==> config.mk <==
export PLATFORM = sky130hd
export DESIGN_NAME = ysyx_24080014_mem_arbiter_flat
export DESIGN_NICKNAME = d
export VERILOG_FILES = /design/src/rtl/ysyx_24080014_mem_arbiter_if.sv /design/src/rtl/ysyx_24080014_mem_arbiter.sv /design/src/flat_wrapper.sv
export SDC_FILE = /design/constraint.sdc
export NUM_CORES = 1
export LEC_CHECK = 0
export BUFFER_PORTS_ARGS = -buffer_cell sky130_fd_sc_hd__buf_2
export CORE_AREA = 2 2 111 113
export DETAILED_ROUTE_END_ITERATION = 8
export DIE_AREA = 0 0 113 115
export PLACE_DENSITY = 0.7
export SYNTH_ARGS = -nofsm -noshare
export SYNTH_HDL_FRONTEND = slang
export SYNTH_SLANG_ARGS = --single-unit
==> constraint.sdc <==
create_clock -name clk -period 2.9 [get_ports clk]
set_clock_uncertainty 0.1 [all_clocks]
set_input_delay 0.58 -clock clk [delete_from_list [all_inputs] [get_ports clk]]
set_output_delay 0.58 -clock clk [all_outputs]
set_load 0.02 [all_outputs]
==> src/rtl/ysyx_24080014_mem_arbiter_if.sv <==
// Bus bundle for the IFU/LSU memory arbiter.
// The slave modport is the arbiter's view; the master modport is the surrounding
// environment (fetch stage, load/store stage and downstream memory together).
//
// Handshake rule used on every request channel in this bundle:
//   A request moves when valid && ready are both high at a rising clock edge.
//   The ready signal may depend combinationally on valid.
//   Response valids are single-cycle pulses with no back-pressure.
//   Data fields travel with their valid.
interface ysyx_24080014_mem_arbiter_if #(
   parameter int AW = 32,
   parameter int DW = 32,
   parameter int MW = 8
);
   logic          ifu_req_valid;
   logic          ifu_req_ready;
   logic [AW-1:0] ifu_addr;
   logic          ifu_resp_valid;
   logic [DW-1:0] ifu_rdata;

   logic          lsu_req_valid;
   logic          lsu_req_ready;
   logic [AW-1:0] lsu_addr;
   logic          lsu_wen;
   logic [DW-1:0] lsu_wdata;
   logic [MW-1:0] lsu_wmask;
   logic          lsu_resp_valid;
   logic [DW-1:0] lsu_rdata;

   logic          mem_req_valid;
   logic          mem_req_ready;
   logic [AW-1:0] mem_addr;
   logic          mem_wen;
   logic [DW-1:0] mem_wdata;
   logic [MW-1:0] mem_wmask;
   logic          mem_resp_valid;
   logic [DW-1:0] mem_rdata;

   logic          arb_grant;   // current owner: 0=IFU, 1=LSU
   logic [1:0]    arb_state;   // FSM state, for debug and checkers

   modport slave (
      input  ifu_req_valid, ifu_addr,
      output ifu_req_ready, ifu_resp_valid, ifu_rdata,
      input  lsu_req_valid, lsu_addr, lsu_wen, lsu_wdata, lsu_wmask,
      output lsu_req_ready, lsu_resp_valid, lsu_rdata,
      output mem_req_valid, mem_addr, mem_wen, mem_wdata, mem_wmask,
      input  mem_req_ready, mem_resp_valid, mem_rdata,
      output arb_grant, arb_state
   );

   modport master (
      output ifu_req_valid, ifu_addr,
      input  ifu_req_ready, ifu_resp_valid, ifu_rdata,
      output lsu_req_valid, lsu_addr, lsu_wen, lsu_wdata, lsu_wmask,
      input  lsu_req_ready, lsu_resp_valid, lsu_rdata,
      input  mem_req_valid, mem_addr, mem_wen, mem_wdata, mem_wmask,
      output mem_req_ready, mem_resp_valid, mem_rdata,
      input  arb_grant, arb_state
   );
endinterface

==> src/rtl/ysyx_24080014_mem_arbiter.sv <==
// Memory arbiter: shares one memory port between IFU (read-only) and LSU.
// One transaction in flight: IDLE (grant) -> REQ (downstream request) -> RESP
// (wait for downstream response, forward it to the owner) -> IDLE.
// Default arbitration is fixed LSU-over-IFU priority. Defining the macro
// YSYX_24080014_ARB_RR_EN switches ties to round-robin using last_grant.
module ysyx_24080014_mem_arbiter #(
   parameter int AW = 32,
   parameter int DW = 32,
   parameter int MW = 8
) (
   input  logic                              clk,
   input  logic                              rst,
   ysyx_24080014_mem_arbiter_if.slave        bus
);

   typedef enum logic [1:0] {
      S_IDLE = 2'd0,
      S_REQ  = 2'd1,
      S_RESP = 2'd2
   } state_t;

   state_t        state;
   logic [AW-1:0] addr_q;
   logic          wen_q;
   logic [DW-1:0] wdata_q;
   logic [MW-1:0] wmask_q;
   logic          grant_q;
   logic          req_valid_q;

   logic          is_idle;
   logic          pick_lsu;
   logic          hs_ifu;
   logic          hs_lsu;
   logic          resp_fire;

   assign is_idle = (state == S_IDLE);

`ifdef YSYX_24080014_ARB_RR_EN
   logic last_grant;

   // On a tie the requester that did not win last time goes first.
   assign pick_lsu = bus.lsu_req_valid && (!bus.ifu_req_valid || !last_grant);

   // Remember the owner of the most recent handshake.
   always_ff @(posedge clk) begin
      if (rst) begin
         last_grant <= 1'b0;
      end else if (hs_lsu || hs_ifu) begin
         last_grant <= hs_lsu;
      end
   end
`else
   // LSU always wins a tie; a lone IFU request still gets through.
   assign pick_lsu = bus.lsu_req_valid;
`endif

   // Readies are only offered in IDLE and only to the arbitration winner.
   assign bus.lsu_req_ready = is_idle && pick_lsu;
   assign bus.ifu_req_ready = is_idle && bus.ifu_req_valid && !pick_lsu;

   assign hs_lsu = bus.lsu_req_valid && bus.lsu_req_ready;
   assign hs_ifu = bus.ifu_req_valid && bus.ifu_req_ready;

   // Downstream response only counts while waiting for it.
   assign resp_fire = (state == S_RESP) && bus.mem_resp_valid;

   assign bus.ifu_resp_valid = resp_fire && !grant_q;
   assign bus.lsu_resp_valid = resp_fire && grant_q;
   assign bus.ifu_rdata      = bus.ifu_resp_valid ? bus.mem_rdata : '0;
   assign bus.lsu_rdata      = bus.lsu_resp_valid ? bus.mem_rdata : '0;

   // Downstream request fields come straight from the latched registers, so
   // they stay put no matter what the requester does after its handshake.
   assign bus.mem_req_valid = req_valid_q;
   assign bus.mem_addr      = addr_q;
   assign bus.mem_wen       = wen_q;
   assign bus.mem_wdata     = wdata_q;
   assign bus.mem_wmask     = wmask_q;

   assign bus.arb_grant = grant_q;
   assign bus.arb_state = state;

   // Transaction sequencer: latch the winner's request, issue it, await the response.
   always_ff @(posedge clk) begin
      if (rst) begin
         state       <= S_IDLE;
         addr_q      <= '0;
         wen_q       <= 1'b0;
         wdata_q     <= '0;
         wmask_q     <= '0;
         grant_q     <= 1'b0;
         req_valid_q <= 1'b0;
      end else begin
         case (state)
            S_IDLE: begin
               if (hs_lsu) begin
                  addr_q      <= bus.lsu_addr;
                  wen_q       <= bus.lsu_wen;
                  wdata_q     <= bus.lsu_wdata;
                  wmask_q     <= bus.lsu_wmask;
                  grant_q     <= 1'b1;
                  req_valid_q <= 1'b1;
                  state       <= S_REQ;
               end else if (hs_ifu) begin
                  addr_q      <= bus.ifu_addr;
                  wen_q       <= 1'b0;
                  wdata_q     <= '0;
                  wmask_q     <= '0;
                  grant_q     <= 1'b0;
                  req_valid_q <= 1'b1;
                  state       <= S_REQ;
               end
            end
            S_REQ: begin
               if (bus.mem_req_ready) begin
                  req_valid_q <= 1'b0;
                  state       <= S_RESP;
               end
            end
            S_RESP: begin
               if (bus.mem_resp_valid) begin
                  state <= S_IDLE;
               end
            end
            default: begin
               req_valid_q <= 1'b0;
               state       <= S_IDLE;
            end
         endcase
      end
   end

endmodule

==> src/flat_wrapper.sv <==
// flat-port wrapper written by rule: the top's interface ports become plain ports
module ysyx_24080014_mem_arbiter_flat 
#(
   parameter int AW = 32,
   parameter int DW = 32,
   parameter int MW = 8
)
  (clk, rst, bus_ifu_req_valid, bus_ifu_addr, bus_ifu_req_ready, bus_ifu_resp_valid, bus_ifu_rdata, bus_lsu_req_valid, bus_lsu_addr, bus_lsu_wen, bus_lsu_wdata, bus_lsu_wmask, bus_lsu_req_ready, bus_lsu_resp_valid, bus_lsu_rdata, bus_mem_req_valid, bus_mem_addr, bus_mem_wen, bus_mem_wdata, bus_mem_wmask, bus_mem_req_ready, bus_mem_resp_valid, bus_mem_rdata, bus_arb_grant, bus_arb_state);
  ysyx_24080014_mem_arbiter_if #(.AW(AW), .DW(DW), .MW(MW)) bus_i ();
  input  logic clk;
  input  logic rst;
  input wire logic [$bits(bus_i.ifu_req_valid)-1:0] bus_ifu_req_valid;
  input wire logic [$bits(bus_i.ifu_addr)-1:0] bus_ifu_addr;
  output wire logic [$bits(bus_i.ifu_req_ready)-1:0] bus_ifu_req_ready;
  output wire logic [$bits(bus_i.ifu_resp_valid)-1:0] bus_ifu_resp_valid;
  output wire logic [$bits(bus_i.ifu_rdata)-1:0] bus_ifu_rdata;
  input wire logic [$bits(bus_i.lsu_req_valid)-1:0] bus_lsu_req_valid;
  input wire logic [$bits(bus_i.lsu_addr)-1:0] bus_lsu_addr;
  input wire logic [$bits(bus_i.lsu_wen)-1:0] bus_lsu_wen;
  input wire logic [$bits(bus_i.lsu_wdata)-1:0] bus_lsu_wdata;
  input wire logic [$bits(bus_i.lsu_wmask)-1:0] bus_lsu_wmask;
  output wire logic [$bits(bus_i.lsu_req_ready)-1:0] bus_lsu_req_ready;
  output wire logic [$bits(bus_i.lsu_resp_valid)-1:0] bus_lsu_resp_valid;
  output wire logic [$bits(bus_i.lsu_rdata)-1:0] bus_lsu_rdata;
  output wire logic [$bits(bus_i.mem_req_valid)-1:0] bus_mem_req_valid;
  output wire logic [$bits(bus_i.mem_addr)-1:0] bus_mem_addr;
  output wire logic [$bits(bus_i.mem_wen)-1:0] bus_mem_wen;
  output wire logic [$bits(bus_i.mem_wdata)-1:0] bus_mem_wdata;
  output wire logic [$bits(bus_i.mem_wmask)-1:0] bus_mem_wmask;
  input wire logic [$bits(bus_i.mem_req_ready)-1:0] bus_mem_req_ready;
  input wire logic [$bits(bus_i.mem_resp_valid)-1:0] bus_mem_resp_valid;
  input wire logic [$bits(bus_i.mem_rdata)-1:0] bus_mem_rdata;
  output wire logic [$bits(bus_i.arb_grant)-1:0] bus_arb_grant;
  output wire logic [$bits(bus_i.arb_state)-1:0] bus_arb_state;
  assign bus_i.ifu_req_valid = bus_ifu_req_valid;
  assign bus_i.ifu_addr = bus_ifu_addr;
  assign bus_ifu_req_ready = bus_i.ifu_req_ready;
  assign bus_ifu_resp_valid = bus_i.ifu_resp_valid;
  assign bus_ifu_rdata = bus_i.ifu_rdata;
  assign bus_i.lsu_req_valid = bus_lsu_req_valid;
  assign bus_i.lsu_addr = bus_lsu_addr;
  assign bus_i.lsu_wen = bus_lsu_wen;
  assign bus_i.lsu_wdata = bus_lsu_wdata;
  assign bus_i.lsu_wmask = bus_lsu_wmask;
  assign bus_lsu_req_ready = bus_i.lsu_req_ready;
  assign bus_lsu_resp_valid = bus_i.lsu_resp_valid;
  assign bus_lsu_rdata = bus_i.lsu_rdata;
  assign bus_mem_req_valid = bus_i.mem_req_valid;
  assign bus_mem_addr = bus_i.mem_addr;
  assign bus_mem_wen = bus_i.mem_wen;
  assign bus_mem_wdata = bus_i.mem_wdata;
  assign bus_mem_wmask = bus_i.mem_wmask;
  assign bus_i.mem_req_ready = bus_mem_req_ready;
  assign bus_i.mem_resp_valid = bus_mem_resp_valid;
  assign bus_i.mem_rdata = bus_mem_rdata;
  assign bus_arb_grant = bus_i.arb_grant;
  assign bus_arb_state = bus_i.arb_state;
  ysyx_24080014_mem_arbiter #(.AW(AW), .DW(DW), .MW(MW)) u_core (.clk(clk), .rst(rst), .bus(bus_i));
endmodule
# Word-level counts from Yosys, hierarchy flattened

Index checks and enable logic that the tools add are counted.

Add/sub/neg operators: 0
$mul: 0
Divide/modulo/power cells: 0
Order comparisons: 0
Eq/ne operators: 5
Shift operators: 0
Muxes and demuxes: 20
Bitwise gates (word level): 1
Reduce and logical (&&, ||, !) cells: 15

Operator list:

| operator                                                        | number |
|---|---|
| 32-bit 2-to-1 mux                                               | 6 |
| 8-bit 2-to-1 mux                                                | 2 |
| 1-bit logical AND                                               | 8 |
| 2-bit 2-to-1 mux                                                | 4 |
| 1-bit 2-to-1 mux                                                | 6 |
| 2-bit case mux with 3 select lines                              | 1 |
| 3-bit AND reduction                                             | 2 |
| 2-bit inequality test, second input constant                    | 2 |
| 3-bit inequality test, second input constant                    | 1 |
| 1-bit case mux with 3 select lines                              | 1 |
| 2-bit by 1-bit == test with 1-bit output, second input constant | 1 |
| 2-bit == test, second input constant                            | 1 |
| 1-bit logical NOT                                               | 2 |
| 2-bit logical NOT                                               | 1 |
| 2-bit AND reduction                                             | 1 |
| 2-bit nonzero test                                              | 1 |
| 1-bit inverter                                                  | 1 |

Bits in registers: 77
Bits in latches: 0
Bits in writable memories: 0
Memory bits (read-only): 0
Bits of input ports: 143
Word-level logic and storage cells: 48
Memories kept: 0

# Depth between registers and ports, before layout

Depth in word-level cells: 7
Gate-level depth with buffers: 6

# Worst setup path after synthesis

OpenSTA, ideal clock, no wires.

Path type: register to output
Start point: register u_core.state[0], in the netlist u_core.bus.arb_state[0]
End point: output port bus_ifu_rdata[11]
Data arrival time: 1.340 ns
Data required time: 2.220 ns
Path slack: 0.880 ns
Cell stages (with the launch flop): 5
Buffers on the path: 2
Cells stage by stage: dfxtp_1 -> buf_4 -> and4bb_2 -> buf_2 -> and2_1

Word-level cells in the longest chain between the ends: 4

RTL lines:

| item                   | line                             | source |
|---|---|---|
| start, declared        | ysyx_24080014_mem_arbiter.sv:22  | `state_t state;` |
| start signal, assigned | ysyx_24080014_mem_arbiter.sv:86  | `state <= S_IDLE;` |
| start signal, assigned | ysyx_24080014_mem_arbiter.sv:103 | `state <= S_REQ;` |
| start signal, assigned | ysyx_24080014_mem_arbiter.sv:111 | `state <= S_REQ;` |
| 2-bit == test          | ysyx_24080014_mem_arbiter.sv:65  | `assign resp_fire = (state == S_RESP) && bus.mem_resp_valid;` |
| 1-bit logical AND      | ysyx_24080014_mem_arbiter.sv:65  |  |
| 1-bit logical AND      | ysyx_24080014_mem_arbiter.sv:67  | `assign bus.ifu_resp_valid = resp_fire && !grant_q;` |
| net bus_ifu_resp_valid | flat_wrapper.sv:15               | `output wire logic [$bits(bus_i.ifu_resp_valid)-1:0] bus_ifu_resp_valid;` |
| 32-bit 2-to-1 mux      | ysyx_24080014_mem_arbiter.sv:69  | `assign bus.ifu_rdata = bus.ifu_resp_valid ? bus.mem_rdata : '0;` |
| end, declared          | flat_wrapper.sv:16               | `output wire logic [$bits(bus_i.ifu_rdata)-1:0] bus_ifu_rdata;` |

The timed path passes the listed nets, and every way through them passes these cells.

# Final worst setup path

Start point: register u_core.state[1], in the netlist u_core.bus.arb_state[1]
End point: output port bus_ifu_rdata[1]

Word-level cells in the longest chain between the ends: 4

RTL lines:

| item              | line |
|---|---|
| 2-bit == test     | ysyx_24080014_mem_arbiter.sv:65 |
| 1-bit logical AND | ysyx_24080014_mem_arbiter.sv:65 |
| 1-bit logical AND | ysyx_24080014_mem_arbiter.sv:67 |
| 32-bit 2-to-1 mux | ysyx_24080014_mem_arbiter.sv:69 |

Every way passes these cells.

==> flow_summary_export.csv <==
group,metric,value,unit
routing,drtIter0Drc,331,
die,io_pins,288,
finish,antennaDiodeCount,0,
global_route,grt_use_met1,0.224,
global_route,busiest_layer,"met2",
global_route,grtUsageMet3,0.0432,
logic_synthesis,synthTopCellsByArea,"dfxtp_1 42%, and2_1 11%, a21oi_1 10%",
logic_synthesis,async_flop_share,0,
clock_network,cts-root-buf,"clkbuf_16",
global_route,grt.overflow.total,0,
global_route,use_met2,0.265,
clock_network,cts_tree,"done",
logic_synthesis,syn_avg_cell_area,8.61,um^2
routing,wl,11.5,mm
finish,fin_cells,841,
finish,areaGrowthSynthToFinish,46.5,%
sta,finalCriticalPeriod,2.57,ns
logic_synthesis,syn_inst,426,
sta,finalSetupViolCount,0,
logic_synthesis,synth_seq_cells,77,
logic_synthesis,synth_edf_count,0,
die,dieHeight,115,um
critical_path,cp_data_arrival_time,1.89,ns
routing,wire_per_inst,13.6,um
logic_synthesis,synthesis.nets,569,
logic_synthesis,synth_area_leader_cell,"dfxtp_1",
critical_path,start_kind,"register",
critical_path,crit_required,2.22,ns
sta,max_freq,389,MHz
critical_path,crit_chain,"and4bb_2 > and2_1 > buf_2",
routing,first_pass_iters,6,
run_status,failed_checks,"DRC",
critical_path,path_delay_family,"simple AND/OR/NAND/NOR gates",
clock_network,clk_latency,0.33,ns
die,die_w,113,um
logic_synthesis,ys.flop_type,"dfxtp_1",
logic_synthesis,syn_area,3670,um^2
logic_synthesis,yosysWarnings,0,
global_route,antenna_found_initial,0,
pwr,leakage,0.00281,uW
clock_network,cts.sink_count,77,
routing,antenna_left,0,
finish,drive_gt1_frac,0.458,
hold_path,min_path_type,"register to register",
clock_network,clk_pin_slew,0.06,ns
sta,hold_viol,0,
routing,vias,3909,
run_status,status,"complete, but fails checks",
placed_design,gp_congestion,0.839,
clock_network,h-tree-depth,3,
die,initial_core_util,0.311,
sta,setup_ws,0.328,ns
critical_path,critPathMaxFanout,33,
placed_design,placed_cells,825,
placed_design,dpl.hpwl,8.61,mm
clock_network,cts_max_path_buffers,2,
run,max-cap-violations,0,
routing,via_per_inst,4.65,
clock_network,post_cts_resize_count,0,
logic_synthesis,netlist-cell-type-count,24,
critical_path,crit_path_end_kind,"output port",
clock_network,cts_hold_buf,0,
placed_design,dp_slack,0.639,ns
logic_synthesis,synth-seq-area-share,0.420,
die,num_rows,40,
sta,worst_slew_pin_slew,0.761,ns
logic_synthesis,synth_top_area_share,0.420,
finish,layout.nets,832,
pwr,ir_drop,0.329,mV
sta,finalCritPeriodShare,0.887,
sta,slew_headroom,0.491,
critical_path,cp_num_buf_inv,1,
routing,drc,16,
die,core,11800,um^2
critical_path,critPathMaxStageDelay,0.63,ns
clock_network,cts_inserted_buffers,9,
global_route,grt_max_degree,43,
critical_path,cpMaxStageDelayCell,"and4bb_2",
critical_path,reg2reg_slack,1.04,ns
clock_network,post_cts.repair.setup_buffers,0,
global_route,grt_usage,0.168,
pwr,power_density,560,nW/um^2
sta,slew_viol_final,0,
placed_design,io_buffer_count,287,
global_route,grt_pass1_vias,3448,
sta,rsz0062_at_grt,"false",
critical_path,critPathKind,"register to output port",
die,fp.dieArea,13000,um^2
sta,tns,0,ns
global_route,grt_pass1_wl,17.6,mm
-- logic make-up (layout without fill, tap and decap cells) --
kind of cell | Yosys count | count (layout) | share of synthesized area
compound gates | 150 | 150 | 0.226
flops | 77 | 77 | 0.420
mux | 32 | 32 | 0.0873
buf+inv | 44 | 312 | 0.0784
simple gates | 123 | 123 | 0.188
-- layout make-up --
cell class                      count  area [um^2]
Clock buffer                        9          225
Clock inverter                      7         81.3
Sequential cell                    77         1540
Timing Repair Buffer              296         1500
Tap cell                          147          184
Fill cell                        1209         6440
Multi-Input combinational cell    305         1840
-- where the power goes --
group	switching, uW	internal [uW]
Combinational	400	249
Clock	475	679
Sequential	51.1	1150
Total	927	2080
-- worst reg2reg max path: stages (launching register included) --
cell and delay, ns:
dfxtp_1 0.45, or2_1 0.35, nor2_4 0.63, a211oi_1 0.19
-- synth_stat cells (2+ instances only) --
cell type  instances
a21oi_1           76
nor2_1             3
buf_4              5
o21ai_0           24
buf_2             10
clkbuf_1          15
buf_6             12
dfxtp_1           77
mux2i_1           32
o21ai_1           18
or2_1              2
a211oi_1          32
and2_1            64
nor2_4             2
nand2_1           45
-- state kept, by name, indices dropped and copies added, names as in the netlist --
name	count
u_core.bus.mem_wdata	32
u_core.bus.mem_addr	32
u_core.bus.mem_req_valid	1
u_core.bus.arb_state	2
u_core.bus.mem_wmask	8
u_core.bus.mem_wen	1
u_core.bus.arb_grant	1
-- through the flow --
step / util / power (uW) / area, um^2 / hold WS [ns]
floorplan: - / 1650 / 3670 / 0.433
global placement: 0.429 / 1880 / 5070 / 0.343
detailed placement: 0.429 / 1880 / 5070 / 0.348
CTS: 0.455 / 3050 / 5380 / 0.356
global route: 0.455 / 3160 / 5380 / 0.372
finish: 0.455 / 3010 / 5380 / 0.352
-- routing by layer --
metal | share of wire | vias to the layer above
li1 | - | 2011
met1 | 0.45 | 1719
met2 | 0.46 | 163
met3 | 0.076 | 16
met4 | 0.018 | 0
met5 | 0 | -
-- worst paths after layout --
| check | depth (start not counted) | endpoint | startpoint |
|---|---|---|---|
| min | 2 | u_core.bus.mem_req_valid | u_core.bus.mem_req_valid |
| min reg2reg | 2 | u_core.bus.mem_req_valid | u_core.bus.mem_req_valid |
| max reg2reg | 3 | u_core.bus.mem_addr[27] | u_core.bus.arb_state[0] |
| max | 3 | bus_ifu_rdata[1] | u_core.bus.arb_state[1] |
-- placed cells by master (no fill, tap or decap), types with 2 or more instances in the layout --
master and instances:
nor2_1 3, or2_1 2, a211oi_1 32, and2_1 64, dfxtp_1 77, clkinvlp_4 3, buf_4 9, nor2_4 2
o21ai_0 24, buf_2 287, mux2i_1 32, clkbuf_16 9, nand2_1 45, o21ai_1 18, inv_6 2, a21oi_1 76
(Power assumes the default switching activity.)
